[config.mk]
export PLATFORM = sky130hd
export DESIGN_NAME = ddr5_cmd_sequencer
export DESIGN_NICKNAME = d
export VERILOG_FILES = /design/src/rtl/ddr5_cmd_sequencer_pkg.sv /design/src/rtl/ddr5_cmd_sequencer_timer.sv /design/src/rtl/ddr5_cmd_sequencer.sv
export SDC_FILE = /design/constraint.sdc
export NUM_CORES = 1
export LEC_CHECK = 0
export ABC_CLOCK_PERIOD_IN_PS = 2500
export BUFFER_PORTS_ARGS = -buffer_cell sky130_fd_sc_hd__buf_2
export CAP_MARGIN = 20
export CORE_AREA = 2 2 80 82
export DETAILED_ROUTE_END_ITERATION = 12
export DIE_AREA = 0 0 82 84
export PLACE_DENSITY_LB_ADDON = 0.3
export SKIP_CTS_REPAIR_TIMING = 1
export SLEW_MARGIN = 0
export SYNTH_ARGS = -nofsm -noshare
export SYNTH_HDL_FRONTEND = slang
export SYNTH_SLANG_ARGS = --single-unit
export TNS_END_PERCENT = 1
[constraint.sdc]
create_clock -name i_clock -period 2.5 [get_ports i_clock]
set_input_delay 0.375 -clock i_clock [delete_from_list [all_inputs] [get_ports i_clock]]
set_output_delay 0.375 -clock i_clock [all_outputs]
set_load 0.005 [all_outputs]
[src/rtl/ddr5_cmd_sequencer_pkg.sv]
// Shared types, state encoding and default DDR5 timing for the command sequencer.
// Optional open-page behaviour is selected with the OPEN_PAGE_EN macro.
package ddr5_cmd_sequencer_pkg;

   typedef enum logic [3:0] {
      CMD_NOP  = 4'd0,
      CMD_ACT0 = 4'd1,
      CMD_ACT1 = 4'd2,
      CMD_RD0  = 4'd3,
      CMD_RD1  = 4'd4,
      CMD_WR0  = 4'd5,
      CMD_WR1  = 4'd6,
      CMD_PRE  = 4'd7,
      CMD_REF  = 4'd8
   } cmd_e;

   typedef struct packed {
      logic        op;
      logic [2:0]  bg;
      logic [1:0]  bank;
      logic [15:0] row;
      logic [9:0]  col;
   } req_t;

   typedef logic [3:0] seq_state_t;

   localparam seq_state_t S_IDLE     = 4'd0;
   localparam seq_state_t S_ACT0     = 4'd1;
   localparam seq_state_t S_ACT1     = 4'd2;
   localparam seq_state_t S_WAIT_RCD = 4'd3;
   localparam seq_state_t S_COL0     = 4'd4;
   localparam seq_state_t S_COL1     = 4'd5;
   localparam seq_state_t S_WAIT_COL = 4'd6;
   localparam seq_state_t S_PRE      = 4'd7;
   localparam seq_state_t S_WAIT_RP  = 4'd8;
   localparam seq_state_t S_REF      = 4'd9;
   localparam seq_state_t S_WAIT_RFC = 4'd10;

   localparam int unsigned DEF_T_RCD   = 39;
   localparam int unsigned DEF_T_CL    = 40;
   localparam int unsigned DEF_T_CWL   = 38;
   localparam int unsigned DEF_T_WR    = 72;
   localparam int unsigned DEF_T_BURST = 8;
   localparam int unsigned DEF_T_RP    = 39;
   localparam int unsigned DEF_T_REFI  = 9360;
   localparam int unsigned DEF_T_RFC   = 708;

   function automatic int unsigned max_u(input int unsigned a, input int unsigned b);
      return (a > b) ? a : b;
   endfunction

endpackage

[src/rtl/ddr5_cmd_sequencer_timer.sv]
// Down-counter with synchronous load; expired while the count sits at zero.
module ddr5_timer #(
   parameter int unsigned      WIDTH     = 8,
   parameter logic [WIDTH-1:0] RESET_VAL = '0
) (
   input  logic             i_clock,
   input  logic             i_reset_n,
   input  logic             i_load,
   input  logic [WIDTH-1:0] i_load_val,
   output logic             o_expired
);

   localparam logic [WIDTH-1:0] ONE = WIDTH'(1);

   logic [WIDTH-1:0] r_count;

   always_ff @(posedge i_clock) begin
      if (!i_reset_n) begin
         r_count <= RESET_VAL;
      end else if (i_load) begin
         r_count <= i_load_val;
      end else if (r_count != '0) begin
         r_count <= r_count - ONE;
      end
   end

   assign o_expired = (r_count == '0);

endmodule

[src/rtl/ddr5_cmd_sequencer.sv]
// DDR5 command sequencer: request -> ACT -> RD/WR -> PRE with periodic REF insertion.
// Define OPEN_PAGE_EN to keep rows open between requests (default build is closed-page).
module ddr5_cmd_sequencer
   import ddr5_cmd_sequencer_pkg::*;
#(
   parameter int unsigned T_RCD   = DEF_T_RCD,
   parameter int unsigned T_CL    = DEF_T_CL,
   parameter int unsigned T_CWL   = DEF_T_CWL,
   parameter int unsigned T_WR    = DEF_T_WR,
   parameter int unsigned T_BURST = DEF_T_BURST,
   parameter int unsigned T_RP    = DEF_T_RP,
   parameter int unsigned T_REFI  = DEF_T_REFI,
   parameter int unsigned T_RFC   = DEF_T_RFC
) (
   input  logic        i_clock,
   input  logic        i_reset_n,
   input  logic        i_req_valid,
   output logic        o_req_ready,
   input  logic        i_req_op,
   input  logic [2:0]  i_req_bg,
   input  logic [1:0]  i_req_bank,
   input  logic [15:0] i_req_row,
   input  logic [9:0]  i_req_col,
   output logic        o_cmd_valid,
   output logic [3:0]  o_cmd,
   output logic [2:0]  o_cmd_bg,
   output logic [1:0]  o_cmd_bank,
   output logic [15:0] o_cmd_addr,
   output logic        o_done,
   output logic        o_ref_overrun
);

   localparam int unsigned T_RD_PRE = T_CL + T_BURST;
   localparam int unsigned T_WR_PRE = T_CWL + T_BURST + T_WR;
   localparam int unsigned T_MAX    = max_u(max_u(max_u(T_RCD, T_RD_PRE), max_u(T_WR_PRE, T_RP)),
                                            max_u(T_REFI, T_RFC));
   localparam int unsigned CW       = $clog2(T_MAX + 1);

   // Loaded on the issuing cycle; the successor issues the cycle after the count reaches zero.
   localparam logic [CW-1:0] LD_RCD  = CW'(T_RCD - 2);
   localparam logic [CW-1:0] LD_RD   = CW'(T_RD_PRE - 2);
   localparam logic [CW-1:0] LD_WR   = CW'(T_WR_PRE - 2);
   localparam logic [CW-1:0] LD_RP   = CW'(T_RP - 2);
   localparam logic [CW-1:0] LD_RFC  = CW'(T_RFC - 2);
   localparam logic [CW-1:0] LD_REFI = CW'(T_REFI - 1);

   seq_state_t    r_state, w_state_nxt;
   req_t          r_req;
   logic          r_ref_pending, r_ref_overrun;
   logic          w_accept, w_ref_issue;
   logic          w_wait_load, w_wait_exp, w_refi_exp;
   logic [CW-1:0] w_wait_val;
   logic [2:0]    w_pre_bg;
   logic [1:0]    w_pre_bank;

   assign o_req_ready   = (r_state == S_IDLE) & !r_ref_pending;
   assign w_accept      = o_req_ready & i_req_valid;
   assign w_ref_issue   = (r_state == S_REF);
   assign o_done        = (r_state == S_COL1);
   assign o_ref_overrun = r_ref_overrun;

`ifdef OPEN_PAGE_EN
   logic        r_open, r_have_req;
   logic [2:0]  r_open_bg;
   logic [1:0]  r_open_bank;
   logic [15:0] r_open_row;
   logic        w_hit;

   assign w_hit      = r_open & (r_open_bg == i_req_bg) & (r_open_bank == i_req_bank) &
                       (r_open_row == i_req_row);
   assign w_pre_bg   = r_open_bg;
   assign w_pre_bank = r_open_bank;

   always_ff @(posedge i_clock) begin
      if (!i_reset_n) begin
         r_open      <= 1'b0;
         r_have_req  <= 1'b0;
         r_open_bg   <= '0;
         r_open_bank <= '0;
         r_open_row  <= '0;
      end else begin
         if (w_accept) r_have_req <= r_open & !w_hit;
         else if (r_state == S_ACT0) r_have_req <= 1'b0;
         if (r_state == S_ACT0) begin
            r_open      <= 1'b1;
            r_open_bg   <= r_req.bg;
            r_open_bank <= r_req.bank;
            r_open_row  <= r_req.row;
         end else if (r_state == S_PRE) begin
            r_open <= 1'b0;
         end
      end
   end
`else
   assign w_pre_bg   = r_req.bg;
   assign w_pre_bank = r_req.bank;
`endif

   always_comb begin
      w_state_nxt = r_state;
      case (r_state)
         S_IDLE: begin
`ifdef OPEN_PAGE_EN
            if (r_ref_pending)    w_state_nxt = r_open ? S_PRE : S_REF;
            else if (i_req_valid) w_state_nxt = w_hit ? S_COL0 : (r_open ? S_PRE : S_ACT0);
`else
            if (r_ref_pending)    w_state_nxt = S_REF;
            else if (i_req_valid) w_state_nxt = S_ACT0;
`endif
         end
         S_ACT0:     w_state_nxt = S_ACT1;
         S_ACT1:     w_state_nxt = S_WAIT_RCD;
         S_WAIT_RCD: if (w_wait_exp) w_state_nxt = S_COL0;
         S_COL0:     w_state_nxt = S_COL1;
         S_COL1:     w_state_nxt = S_WAIT_COL;
`ifdef OPEN_PAGE_EN
         S_WAIT_COL: if (w_wait_exp) w_state_nxt = S_IDLE;
         S_WAIT_RP: begin
            if (w_wait_exp) begin
               if (r_have_req)         w_state_nxt = S_ACT0;
               else if (r_ref_pending) w_state_nxt = S_REF;
               else                    w_state_nxt = S_IDLE;
            end
         end
`else
         S_WAIT_COL: if (w_wait_exp) w_state_nxt = S_PRE;
         S_WAIT_RP:  if (w_wait_exp) w_state_nxt = S_IDLE;
`endif
         S_PRE:      w_state_nxt = S_WAIT_RP;
         S_REF:      w_state_nxt = S_WAIT_RFC;
         S_WAIT_RFC: if (w_wait_exp) w_state_nxt = S_IDLE;
         default:    w_state_nxt = S_IDLE;
      endcase
   end

   always_comb begin
      w_wait_load = 1'b1;
      w_wait_val  = '0;
      case (r_state)
         S_ACT0:  w_wait_val = LD_RCD;
         S_COL0:  w_wait_val = r_req.op ? LD_WR : LD_RD;
         S_PRE:   w_wait_val = LD_RP;
         S_REF:   w_wait_val = LD_RFC;
         default: w_wait_load = 1'b0;
      endcase
   end

   always_ff @(posedge i_clock) begin
      if (!i_reset_n) begin
         r_state       <= S_IDLE;
         r_req         <= '0;
         r_ref_pending <= 1'b0;
         r_ref_overrun <= 1'b0;
      end else begin
         r_state <= w_state_nxt;
         if (w_accept) r_req <= {i_req_op, i_req_bg, i_req_bank, i_req_row, i_req_col};
         r_ref_pending <= w_refi_exp | (r_ref_pending & !w_ref_issue);
         if (w_refi_exp & r_ref_pending & !w_ref_issue) r_ref_overrun <= 1'b1;
      end
   end

   always_comb begin
      o_cmd_valid = 1'b0;
      o_cmd       = CMD_NOP;
      o_cmd_bg    = '0;
      o_cmd_bank  = '0;
      o_cmd_addr  = '0;
      case (r_state)
         S_ACT0, S_ACT1: begin
            o_cmd_valid = 1'b1;
            o_cmd       = (r_state == S_ACT0) ? CMD_ACT0 : CMD_ACT1;
            o_cmd_bg    = r_req.bg;
            o_cmd_bank  = r_req.bank;
            o_cmd_addr  = r_req.row;
         end
         S_COL0, S_COL1: begin
            o_cmd_valid = 1'b1;
            if (r_state == S_COL0) o_cmd = r_req.op ? CMD_WR0 : CMD_RD0;
            else                   o_cmd = r_req.op ? CMD_WR1 : CMD_RD1;
            o_cmd_bg    = r_req.bg;
            o_cmd_bank  = r_req.bank;
            o_cmd_addr  = {6'b0, r_req.col};
         end
         S_PRE: begin
            o_cmd_valid = 1'b1;
            o_cmd       = CMD_PRE;
            o_cmd_bg    = w_pre_bg;
            o_cmd_bank  = w_pre_bank;
         end
         S_REF: begin
            o_cmd_valid = 1'b1;
            o_cmd       = CMD_REF;
         end
         default: ;
      endcase
   end

   ddr5_timer #(
      .WIDTH     (CW),
      .RESET_VAL ('0)
   ) u_wait_timer (
      .i_clock    (i_clock),
      .i_reset_n  (i_reset_n),
      .i_load     (w_wait_load),
      .i_load_val (w_wait_val),
      .o_expired  (w_wait_exp)
   );

   ddr5_timer #(
      .WIDTH     (CW),
      .RESET_VAL (LD_REFI)
   ) u_refi_timer (
      .i_clock    (i_clock),
      .i_reset_n  (i_reset_n),
      .i_load     (w_refi_exp),
      .i_load_val (LD_REFI),
      .o_expired  (w_refi_exp)
   );

endmodule

==> results.sh <==
export IMPL_status="finished clean"
export IMPL_gp_congestion=0.862
export IMPL_clk_path_buf_depth=2
export IMPL_synth_adder_area_share_pct=1.57
export IMPL_grt_start_max_net_pins=39
export IMPL_mostFrequentLayoutCells="nand2_1 (82), dfxtp_1 (65), buf_2 (63), a21oi_1 (46), nor2_1 (22)"
export IMPL_drt_met1_wl_um=3450
export IMPL_synth_top_flop_cell="dfxtp_1"
export IMPL_end_kind="output port"
export IMPL_diodes=0
export IMPL_grt_usage_pct=22.0
export IMPL_fp_dieH_um=84
export IMPL_startpoint_type="flop"
export IMPL_grt_pass1_wl_um=11900
export IMPL_insertion_delay_ns=0.35
export IMPL_finalCriticalPeriod_ns=2.35
export IMPL_synth_compound_area_share_pct=18.8
export IMPL_slew_viol_final=0
export IMPL_worst_hold_path_type="primary input to flop"
export IMPL_rsz0062_at_grt="false"
export IMPL_initial_utilization_pct=52.4
export IMPL_drt_iter0_markers=207
export IMPL_crit_chain="or4b_4 -> inv_1 -> ha_1 -> nor2_1 -> a21oi_1 -> nor2_1 -> buf_2"
export IMPL_finClkSkew_ns=0.0121
export IMPL_synth_top_family_by_area="simple AND/OR/NAND/NOR gates"
export IMPL_maxUsedRoutingLayer="met4"
export IMPL_crit_path_max_fanout=9
export IMPL_power_density_nw_per_um2=915
export IMPL_synth_simple_area_share_pct=29.1
export IMPL_final_layout_size_suffix_gt1_share_pct=22.2
export IMPL_port_buffers=63
export IMPL_drc=0
export IMPL_critical_path_class="flop to output port"
export IMPL_hold_viol=0
export IMPL_fmax_ghz=0.426
export IMPL_ys_types=54
export IMPL_final_antenna_net_count=0
export IMPL_cts_buffers_inserted=9
export IMPL_synth_area_um2=3200
export IMPL_synth_edf_count=0
export IMPL_synth_seq_area_share_pct=41.3
export IMPL_placed_area_um2=3570
export IMPL_slowest_stage="or4b_4"
export IMPL_ir_drop_uv=472
export IMPL_setup_tns_ns=0
export IMPL_synth_cells=394
export IMPL_final_common_cell="nand2_1"
export IMPL_critical_path_max_stage_delay_ns=0.56
export IMPL_cellLeakagePower_nw=1.60
export IMPL_critPathBufInv=2
export IMPL_dp_slack_ns=0.447
export IMPL_crit_required_ns=2.12
export IMPL_fin_cells=537
export IMPL_synth_xor_area_share_pct=3.56
export IMPL_wl_met2_um=3290
export IMPL_avgSynthCellArea_um2=8.11
export IMPL_period_share_pct=93.8
export IMPL_cap_viol_max_count=0
export IMPL_stdcell_area_um2=3800
export IMPL_yosys_warnings=0
export IMPL_routed_wl_met3_um=412
export IMPL_wire_per_inst_um=13.6
export IMPL_crit_top_cell="nor2_1"
export IMPL_nets=494
export IMPL_vias=2968
export IMPL_mappedNetlistNets=433
export IMPL_report_final_setup_viol=0
export IMPL_die_area_um2=6890
export IMPL_muxShareOfSynthArea_pct=1.25
export IMPL_drtPass1Iterations=5
export IMPL_grt_ovfl_total=0
export IMPL_coreArea_um2=6100
export IMPL_syn2layout_area_growth_pct=19.1
export IMPL_rows=29
export IMPL_antenna_found_initial=0
export IMPL_cts_tree="done"
export IMPL_fin_ws_ns=0.155
export IMPL_ys_async_sr_fraction_pct=0
export IMPL_cts_htree_levels=3
export IMPL_die_w_um=82
export IMPL_relSlewSlack_pct=54.7
export IMPL_ys_seq_elements=66
export IMPL_clock_sinks=66
export IMPL_via_per_inst=5.53
export IMPL_place_hpwl_um=5060
export IMPL_hold_slack_ns=0.251
export IMPL_placed_cells=521
export IMPL_io_pins=64
export IMPL_arrival_ns=1.97
export IMPL_max_slew_worst_pin_slew_ns=0.677
export IMPL_grt_pass1_vias=2521
export IMPL_path_clk_slew_ns=0.08
export IMPL_cts_root_buf="clkbuf_8"
export IMPL_crit_family="simple AND/OR/NAND/NOR gates"
export IMPL_finalWirelength_um=7310
-- registers in the layout (all words and copies together), names as in the netlist --
| register | flops |
|---|---|
| r_state | 4 |
| w_pre_bank | 2 |
| o_ref_overrun | 1 |
| u_wait_timer.r_count | 14 |
| u_refi_timer.r_count | 14 |
| r_req | 27 |
| r_ref_pending | 1 |
| w_pre_bg | 3 |
-- area by class of cell --
type	count	area [um^2]
Multi-Input combinational cell	296	1740
Sequential cell	66	1320
Clock inverter	7	103
Fill cell	548	2290
Clock buffer	9	124
Timing Repair Buffer	72	383
Inverter	10	37.5
Tap cell	77	96.3
-- through the flow --
step | util [%] | power [mW]
after floorplan | - | 2.21
after global placement | 58.6 | 2.43
after detailed placement | 58.6 | 2.46
after CTS | 62.4 | 3.47
after global routing | 62.4 | 3.69
final | 62.4 | 3.48
-- tightest hold or removal path, cell delays in order --
cell and delay [ns]:
buf_2 0.09, nand2_1 0.04, a21oi_1 0.05
-- cells in the mapped netlist (2+ instances only) --
cell type  number  area (um^2)
xor2_1          5         43.8
dfxtp_1        66         1320
clkbuf_1       13         48.8
o211ai_1        2         15.0
buf_1           2         7.51
mux2i_1         4         40.0
a31oi_1         3         18.8
ha_1            4         50.1
a211oi_1        4         30.0
nand2b_1        8         50.1
a221oi_1        2         17.5
a21oi_1        46          230
o31ai_1         5         37.5
xnor2_1         8         70.1
nand2_1        82          308
nand3_1         5         25.0
or4_1           4         30.0
nor3b_1         3         22.5
a22o_1         10         87.6
nor2b_1         3         18.8
inv_1          10         37.5
nand4_1         2         12.5
o41ai_1         2         17.5
buf_2           5         25.0
and2_1         13         81.3
nor2_1         23         86.3
o21a_1          6         45.0
o22ai_1         2         12.5
o21ai_0         7         35.0
or4b_1          2         20.0
nor3_1         11         55.1
or3_1           6         37.5
nand3b_1        2         15.0
nor4_1          4         25.0
-- worst paths after layout --
check	startpoint	to	cells after the start	slack, ns
hold / removal	i_req_col[0]	r_req[0]	3	0.25
setup reg to reg	u_wait_timer.r_count[0]	u_wait_timer.r_count[1]	6	0.36
hold reg to reg	u_refi_timer.r_count[0]	u_refi_timer.r_count[0]	1	0.42
setup / recovery	r_state[1]	o_cmd[1]	7	0.15
-- metal layers --
metal	track usage, %	vias to the layer above
met5	0	-
met4	9.09	0
met3	5.19	17
met2	32.2	73
met1	30.9	1372
li1	-	1506
-- kinds of logic (layout without fill, tap and decap cells) --
family / Yosys count / count (layout)
adders and majority gates: 4 / 4
DFF: 66 / 66
AOI/OAI and AO/OA: 94 / 94
and+or+nand+nor: 181 / 181
xor gates and xnor gates: 13 / 13
muxes: 4 / 4
buffers and inverters: 32 / 98
-- power by group --
part	total [mW]	leakage (nW)	switching, mW	internal [mW]
Clock	1.02	0.110	0.454	0.569
Sequential	1.37	0.540	0.171	1.20
Combinational	1.08	0.946	0.609	0.475
Note: power is estimated with default switching activity, not from simulation.
